## src/rtl/alu_seq_ctrl_pkg.sv

```systemverilog
// Shared types for alu_with_reg datapath controllers.
// FSM state encoding, mux select constants, latched command flags.
package alu_seq_ctrl_pkg;

  typedef enum logic [2:0] {
    ST_IDLE   = 3'd0,
    ST_LOAD_A = 3'd1,
    ST_LOAD_B = 3'd2,
    ST_EXEC   = 3'd3,
    ST_CARRY  = 3'd4,
    ST_DONE   = 3'd5
  } state_t;

  localparam logic DP_SEL_ALU = 1'b0;
  localparam logic DP_SEL_IN  = 1'b1;

  typedef struct packed {
    logic op;
    logic wb;
  } cmd_flags_t;

endpackage

```

## src/rtl/alu_seq_ctrl.sv

```systemverilog
// Command sequencer for alu_with_reg: load A, load B,
// execute, capture carry, then present result on res_*.
import alu_seq_ctrl_pkg::*;

module alu_seq_ctrl #(
  parameter int BIT_WIDTH = 4
) (
  input  logic                 clk,
  input  logic                 rst_n,
  input  logic                 req_valid,
  output logic                 req_ready,
  input  logic [BIT_WIDTH-1:0] req_a,
  input  logic [BIT_WIDTH-1:0] req_b,
  input  logic                 req_op,
  input  logic                 req_wb,
  input  logic                 req_acc,
  output logic                 res_valid,
  input  logic                 res_ready,
  output logic [BIT_WIDTH-1:0] res_data,
  output logic                 res_cout,
  output logic                 busy,
  output logic [BIT_WIDTH-1:0] dp_in,
  output logic                 dp_s_reg,
  output logic                 dp_en_ra,
  output logic                 dp_en_rb,
  output logic                 dp_s,
  input  logic [BIT_WIDTH-1:0] dp_out,
  input  logic                 dp_cout
);

  state_t               state_q;
  state_t               state_d;
  logic [BIT_WIDTH-1:0] a_q;
  logic [BIT_WIDTH-1:0] b_q;
  cmd_flags_t           cmd_q;
  logic                 acc_ok_q;
  logic                 accept;

  assign accept = (state_q == ST_IDLE) && req_valid;

  always_ff @(posedge clk or negedge rst_n) begin
    if (!rst_n) begin
      state_q  <= ST_IDLE;
      a_q      <= '0;
      b_q      <= '0;
      cmd_q    <= '0;
      acc_ok_q <= 1'b0;
      res_data <= '0;
      res_cout <= 1'b0;
    end else begin
      state_q <= state_d;
      if (accept) begin
        a_q      <= req_a;
        b_q      <= req_b;
        cmd_q.op <= req_op;
        cmd_q.wb <= req_wb;
      end
      if (state_q == ST_EXEC) begin
        res_data <= dp_out;
        acc_ok_q <= cmd_q.wb;
      end
      // dp_cout is the carry registered at the end of EXEC
      if (state_q == ST_CARRY) begin
        res_cout <= dp_cout;
      end
    end
  end

  always_comb begin
    state_d   = state_q;
    req_ready = 1'b0;
    res_valid = 1'b0;
    busy      = 1'b1;
    dp_in     = '0;
    dp_s_reg  = DP_SEL_ALU;
    dp_en_ra  = 1'b0;
    dp_en_rb  = 1'b0;
    dp_s      = cmd_q.op;
    unique case (state_q)
      ST_IDLE: begin
        req_ready = 1'b1;
        busy      = 1'b0;
        dp_s      = 1'b0;
        if (req_valid) begin
          state_d = (req_acc && acc_ok_q) ? ST_LOAD_B
                                          : ST_LOAD_A;
        end
      end
      ST_LOAD_A: begin
        dp_in    = a_q;
        dp_s_reg = DP_SEL_IN;
        dp_en_ra = 1'b1;
        state_d  = ST_LOAD_B;
      end
      ST_LOAD_B: begin
        dp_in    = b_q;
        dp_s_reg = DP_SEL_IN;
        dp_en_rb = 1'b1;
        state_d  = ST_EXEC;
      end
      ST_EXEC: begin
        dp_en_ra = cmd_q.wb;
        state_d  = ST_CARRY;
      end
      ST_CARRY: begin
        state_d = ST_DONE;
      end
      ST_DONE: begin
        res_valid = 1'b1;
        if (res_ready) begin
          state_d = ST_IDLE;
        end
      end
      default: begin
        busy    = 1'b0;
        dp_s    = 1'b0;
        state_d = ST_IDLE;
      end
    endcase
  end

endmodule

```

## config.mk

```make
export PLATFORM = sky130hd
export DESIGN_NAME = alu_seq_ctrl
export DESIGN_NICKNAME = d
export VERILOG_FILES = /design/src/rtl/alu_seq_ctrl_pkg.sv /design/src/rtl/alu_seq_ctrl.sv
export SDC_FILE = /design/constraint.sdc
export NUM_CORES = 1
export LEC_CHECK = 0
export ABC_AREA = 1
export CORE_AREA = 5 5 52 63
export DETAILED_ROUTE_END_ITERATION = 10
export DIE_AREA = 0 0 57 68
export PLACE_DENSITY = 0.79
export SLEW_MARGIN = 20
export SYNTH_ARGS = -nofsm -noshare
export SYNTH_HDL_FRONTEND = slang
export SYNTH_SLANG_ARGS = --single-unit
```

## constraint.sdc

```tcl
create_clock -name clk -period 2.8 [get_ports clk]
set_input_delay 0.56 -clock clk [delete_from_list [all_inputs] [get_ports clk]]
set_output_delay 0.56 -clock clk [all_outputs]
set_load 0.01 [all_outputs]
```

After elaboration in Yosys (flattened, before gate mapping)
Index checks and enable logic that the tools add are counted.
{"block": "word_totals", "register_bits": 19, "input_bits": 20}
{"block": "classes", "muxes": 12, "n_eq_ne": 7, "n_reduce_logical": 6}
{"operator": "one-hot mux 3 bit (6 select lines)", "n": 1}
{"operator": "one-hot mux 4 bit (2 select lines)", "n": 1}
{"operator": "== test 3 x 2 -> 1 bit (second input constant)", "n": 2}
{"operator": "== test 3 bit (second input constant)", "n": 2}
{"operator": "2-to-1 mux 1 bit", "n": 6}
{"operator": "2-to-1 mux 3 bit", "n": 2}
{"operator": "OR reduction 5 bit", "n": 1}
{"operator": "!= test 2 bit (second input constant)", "n": 2}
{"operator": "== test 3 x 1 -> 1 bit (second input constant)", "n": 1}
{"operator": "zero test 3 bit", "n": 1}
{"operator": "logical AND 1 bit", "n": 2}
{"operator": "2-to-1 mux 2 bit", "n": 1}
{"operator": "one-hot mux 1 bit (2 select lines)", "n": 1}
{"operator": "AND reduction 2 bit", "n": 1}
{"operator": "OR reduction 2 bit", "n": 1}

Depth between registers and ports, before layout
Gate-level depths: netlist of run 1.
{"block": "logic_depth", "word_depth": 4, "ltp_mapped": 7, "ltp_nobuf": 7}

Least setup slack after synthesis of run 1
No wires, ideal clock.
{"block": "synth_path", "path_kind": "reg-to-output", "startpoint": "register state_q[2]", "endpoint": "output dp_in[0]", "slack_ns": 1.282, "t_arrival_ns": 0.958, "t_required_ns": 2.240, "stages_incl_launch_ff": 7, "cell_sequence": "dfrtp_1 buf_4 inv_2 nand3_1 inv_2 nand2_1 nand2_1"}
{"block": "synth_via", "elab_chain_len": 2, "word_cells_on_any_way": 3}
{"item": "start, declared", "line": "alu_seq_ctrl.sv:31", "text": "state_t state_q;"}
{"item": "start signal, assigned", "line": "alu_seq_ctrl.sv:51", "text": "state_q <= state_d;"}
{"item": "== test 3 x 2 -> 1 bit or == test 3 x 1 -> 1 bit (tied branches)", "line": "alu_seq_ctrl.sv:79", "text": "unique case (state_q)"}
{"item": "one-hot mux 4 bit (2 select lines) (*)", "line": "alu_seq_ctrl.sv:79"}
{"item": "end, declared", "line": "alu_seq_ctrl.sv:22", "text": "output logic [BIT_WIDTH-1:0] dp_in,"}
Mark *: on every way between the ends. The rest lies on a longest branch, timed or not.

Worst setup path in the final report of run 1
{"block": "layout_path", "startpoint": "register state_q[0]", "endpoint": "output dp_en_ra"}
{"block": "layout_via", "elab_chain_len": 2, "word_cells_on_any_way": 3}
{"item": "== test 3 x 2 -> 1 bit or == test 3 x 1 -> 1 bit (tied branches)", "line": "alu_seq_ctrl.sv:79"}
{"item": "one-hot mux 1 bit (2 select lines) (*)", "line": "alu_seq_ctrl.sv:79"}
{"item": "end, declared", "line": "alu_seq_ctrl.sv:24", "text": "output logic dp_en_ra,"}
Marked as above.

==> flow_summary.ini, run 1 <==
[logic_synthesis]
syn_area_um2 = 946
synth-seq-area-share_pct = 50.3
syn-mean-instance-area_um2 = 7.63
synth_cell_types = 14
synth_top_area_share_pct = 50.3
yosys-top-cells-area = dfrtp_1 50%, nand2_1 23%, nand3_1 10%, nor2_1 2.8%, buf_6 2.4%
syn_inst = 124
synth_top_area_cell = dfrtp_1
synth_seq_cells = 19
synth_fp_nets = 144
ys_warn_count = 0

[placement]
place_inst = 189
pre_cts_ws_ps = 688
dp_hpwl_um = 1770
gp_congestion = 0.848
port_buffers = 35

[cells_and_area]
nNetsFinal = 180
n_fill_cell = 268
layout_commonest_cell = nand2_1
multiInputGateArea_um2 = 402
layout_common_cells = 58 x nand2_1, 35 x clkdlybuf4s50_1, 19 x nand3_1, 19 x dfrtp_1, 7 x nor2_1
fin_cells = 193
diodes = 0
syn2layout_area_growth_pct = 40.6
ff_latch_area_um2 = 475
drive_gt1_share_pct = 8.81

[drt]
ant_nets = 0
drtIter0Drc = 16
via_per_inst = 4.65
drt_wl_total_um = 2160
num_vias = 897
drc = 0
first_pass_iters = 4
wl_per_cell_um = 11.2

[die]
dieArea_mm2 = 0.00388
initial_core_util_pct = 35.3
core_area_mm2 = 0.00268
ios = 36
rows = 21
die_w_um = 57
die_y_um = 68

[sta]
skew_ps = 1.78
min_period_ps = 2450
worst_slew_pin_slew_ps = 799
max_slew_margin_pct = 46.5
fmax_mhz = 409
setup_ws_ps = 353
hold_viol = 0
fin_tns_setup_ps = 0
rsz0062_at_grt = no
drv_slew = 0
fin_crit_sh_pct = 87.4
setup_violations = 0

[clock_tree]
post_cts_buffers = 0
path_clk_slew_ps = 100
insertion_delay_ps = 290
cts_root_buf = clkbuf_4
post_cts_resized = 0
ctsHoldBuffers = 0
numCtsBuffers = 3
cts-htree-levels = 1
cts_tree = built
clock_path_buffers = 2
clock_sinks = 19

[min_path]
hold_path.class = flop to flop
hold_path_depth = 2

[pwr]
p_leak_nw = 0.685
peakVddDrop_mv = 0.462
powerDensity_mw_per_mm2 = 1050

[job]
drv_cap = 0

[worst_setup_path]
crit_buf_inv = 3
cpMaxStageDelayCell = clkdlybuf4s50_1
cpPeakStageDelay_ps = 540
critical_path_class = flop to primary output
required_ps = 2240
end_kind = primary output
cp_cell_sequence = inv_2 -> nor2_4 -> nand2_2 -> inv_2 -> nand2_1 -> nand2_1 -> clkdlybuf4s50_1
cp_top_family = buffers and inverters
cp-start-kind = flop
path_max_fanout = 7
critical_path_depth = 7
worstPathArrival_ps = 1890
reg2regPathDepth = 6

[global_routing]
grt_overflow = 0
grt_max_degree = 20
antenna_found_initial = 0
grt_pass1_wl_um = 3710
track_usage_pct = 12.5
first_global_vias = 812

[outcome]
status = finished clean
## through the flow
step	hold WS, ps	power (W)	utilization [%]	instance area (um2)
2_1_floorplan	264	0.000947	-	946
3_3_place_gp	459	0.00124	48.6	1300
3_5_place_dp	462	0.00127	48.6	1300
4_1_cts	486	0.00141	49.6	1330
5_1_grt	508	0.00153	49.6	1330
6_report	482	0.00139	49.6	1330
## metal layers
metal | GRT usage, % | share of wire [%]
met1 | 14.9 | 41
met4 | 7.83 | 2.2
met2 | 20.4 | 51
met3 | 2.64 | 5.7
met5 | 0 | 0
## registers in the layout, indices dropped and copies added (netlist names)
signal,cells
res_data,4
res_cout,1
cmd_q,2
acc_ok_q,1
a_q,4
state_q,3
b_q,4
## cell families (layout without fill, tap and decap cells)
kind of cell | count (synthesis) | after routing | share of synthesized area [%]
and+or+nand+nor | 89 | 89 | 40.2
buffers and inverters | 13 | 48 | 7.27
AOI/OAI and AO/OA | 2 | 2 | 1.32
xor gates and xnor gates | 1 | 1 | 0.926
DFF | 19 | 19 | 50.3
## cell usage after synthesis
cell type and count:
o21ai_0 1, buf_6 2, nor2_1 7, nand3_1 19, inv_2 6, inv_1 3
xnor2_1 1, buf_2 1, dfrtp_1 19, a21boi_1 1, nand2_1 58, buf_4 1
nand2_2 3, nor2_4 2
## path summary, 6_finish.rpt
kind	slack [ps]	endpoint	startpoint
max	350	dp_en_ra	state_q[0]
min	480	res_cout	res_cout
max reg2reg	1420	cmd_q[0]	state_q[1]
min reg2reg	480	res_cout	res_cout
max in group asynchronous	1580	res_data[3]	rst_n
min in group asynchronous	720	state_q[0]	rst_n
## cell type report
type	instances	area share, %
clock buffers	4	1.98
inverters	9	2.54
multi-input cells	92	30.2
flip-flops and latches	19	35.7
well taps	34	3.20
repair buffers	35	26.3
## worst register-to-register path: stages, from the launching register on
cell	delay [ps]
dfrtp_1	510
nor2_4	190
nand2_2	90
inv_2	170
nand2_2	170
nand2_1	110
nand2_1	50
## report_power, final
group	total [W]	leakage, nW	internal (W)	switching (W)
Clock	0.000133	0.0150	0.0000554	0.0000778
Combinational	0.000747	0.433	0.000363	0.000384
Sequential	0.000511	0.237	0.000403	0.000108
No activity file was read; power rests on OpenSTA's default activity.
==> run 2, diff against run 1 <==
--- a/config.mk
+++ b/config.mk
@@ -6,9 +6,9 @@
 export NUM_CORES = 1
 export LEC_CHECK = 0
 export ABC_AREA = 1
-export CORE_AREA = 5 5 52 63
+export CORE_AREA = 2 2 49 60
 export DETAILED_ROUTE_END_ITERATION = 10
-export DIE_AREA = 0 0 57 68
+export DIE_AREA = 0 0 51 62
 export PLACE_DENSITY = 0.79
 export SLEW_MARGIN = 20
 export SYNTH_ARGS = -nofsm -noshare
==> flow_summary.ini, run 2 (synthesis results as in run 1) <==
[drt]
first_pass_iters = 4
drt-met1-wl_um = 968
via_per_inst = 4.68
highest_layer = met4
drc = 0
num_vias = 903
ant_nets = 0
drtIter0Drc = 19
wl_met3_um = 105
drt_wl_total_um = 2220
wl_per_cell_um = 11.5
met2_length_um = 1110

[job]
drv_cap = 0

[min_path]
hold_path.class = flop to flop

[die]
ios = 36
rows = 21
core_area_mm2 = 0.00265
die_w_um = 51
die_y_um = 62
dieArea_mm2 = 0.00316
initial_core_util_pct = 35.6

[sta]
setup_violations = 0
drv_slew = 0
hold_viol = 0
max_slew_margin_pct = 44.1
fin_tns_setup_ps = 0
fin_crit_sh_pct = 85.4
min_period_ps = 2390
worst_slew_pin_slew_ps = 837
fmax_mhz = 418
rsz0062_at_grt = no
skew_ps = 4.37

[clock_tree]
clock_sinks = 19
insertion_delay_ps = 280
clock_path_buffers = 2
numCtsBuffers = 3
cts-htree-levels = 1
ctsHoldBuffers = 0
path_clk_slew_ps = 100
cts_tree = built
post_cts_buffers = 0
cts_root_buf = clkbuf_4
post_cts_resized = 0

[cells_and_area]
diodes = 0
layout_commonest_cell = nand2_1
syn2layout_area_growth_pct = 40.6
reg_top3 = a_q (4), b_q (4), res_data (4)
layout_common_cells = 58 x nand2_1, 35 x clkdlybuf4s50_1, 19 x nand3_1, 19 x dfrtp_1, 7 x nor2_1
nNetsFinal = 180
n_fill_cell = 241
drive_gt1_share_pct = 8.81

[global_routing]
antenna_found_initial = 0
grt_max_degree = 20
grt_pass1_wl_um = 3570
first_global_vias = 813
track_usage_pct = 15.2
grt_overflow = 0

[pwr]
p_leak_nw = 0.685
peakVddDrop_mv = 0.356
fin_total_pwr_w = 0.00139
powerDensity_mw_per_mm2 = 1050

[worst_setup_path]
worstPathArrival_ps = 1830
critical_path_class = flop to primary output
end_kind = primary output
required_ps = 2240
cp-start-kind = flop
path_max_fanout = 7

[placement]
dp_hpwl_um = 1790
port_buffers = 35
gp_congestion = 0.845

[outcome]
status = finished clean
-- run 2: cell counts in the layout (fill, tap and decap cells not counted) --
No cell type changed its count.
-- run 2: through the flow --
step | hold slack, ps | util [%] | setup WS, ps | std cells | cell area, um2
after floorplan | 264 | - | 1280 | 124 | 946
after global routing | 518 | 50.1 | 282 | 193 | 1330
after detailed placement | 458 | 49.1 | 719 | 189 | 1300
after CTS | 483 | 50.1 | 396 | 193 | 1330
after global placement | 458 | 49.1 | 743 | 189 | 1300
final | 479 | 50.1 | 407 | 193 | 1330
-- run 2: layout make-up --
cell class / instances / area (um2) / share of cell area (%)
repair buffers: 35 / 350 / 26.3
well taps: 34 / 42.5 / 3.20
multi-input cells: 92 / 402 / 30.2
inverters: 9 / 33.8 / 2.54
flip-flops and latches: 19 / 475 / 35.7
clock buffers: 4 / 26.3 / 1.98
-- run 2: worst paths after layout --
kind | slack [ps] | to | startpoint | cells past startpoint
max in group asynchronous | 1540 | state_q[1] | rst_n | 1
min in group asynchronous | 740 | acc_ok_q | rst_n | 1
worst min register to register | 480 | res_cout | res_cout | 2
worst max-delay path | 410 | dp_en_ra | state_q[0] | 7
worst max register to register | 1390 | a_q[1] | state_q[1] | 6
worst min-delay path | 480 | res_cout | res_cout | 2
-- run 2: report_power, final --
| part | internal (W) | switching, W |
|---|---|---|
| registers | 0.000403 | 0.000105 |
| logic | 0.000363 | 0.000388 |
| clock network | 0.0000553 | 0.0000769 |
| total | 0.000821 | 0.000570 |
-- run 2: critical path: stages, from the launching register on --
cell and delay (ps):
dfrtp_1 460, inv_2 90, nor2_4 100, nand2_2 120, inv_2 120, nand2_1 80, nand2_1 60, clkdlybuf4s50_1 530
-- run 2: per-layer routing --
metal	global-route usage [%]	vias up
met5	0	-
met4	8.11	0
met3	1.44	2
met2	26.0	28
met1	19.4	415
li1	-	458
==> run 3, diff against run 2 <==
--- a/config.mk
+++ b/config.mk
@@ -6,11 +6,11 @@
 export NUM_CORES = 1
 export LEC_CHECK = 0
 export ABC_AREA = 1
+export ABC_CLOCK_PERIOD_IN_PS = 2800
 export CORE_AREA = 2 2 49 60
 export DETAILED_ROUTE_END_ITERATION = 10
 export DIE_AREA = 0 0 51 62
 export PLACE_DENSITY = 0.79
-export SLEW_MARGIN = 20
 export SYNTH_ARGS = -nofsm -noshare
 export SYNTH_HDL_FRONTEND = slang
 export SYNTH_SLANG_ARGS = --single-unit
==> results of run 3 <==
Same layout as run 2: the final DEF is identical, and so are final timing and power.
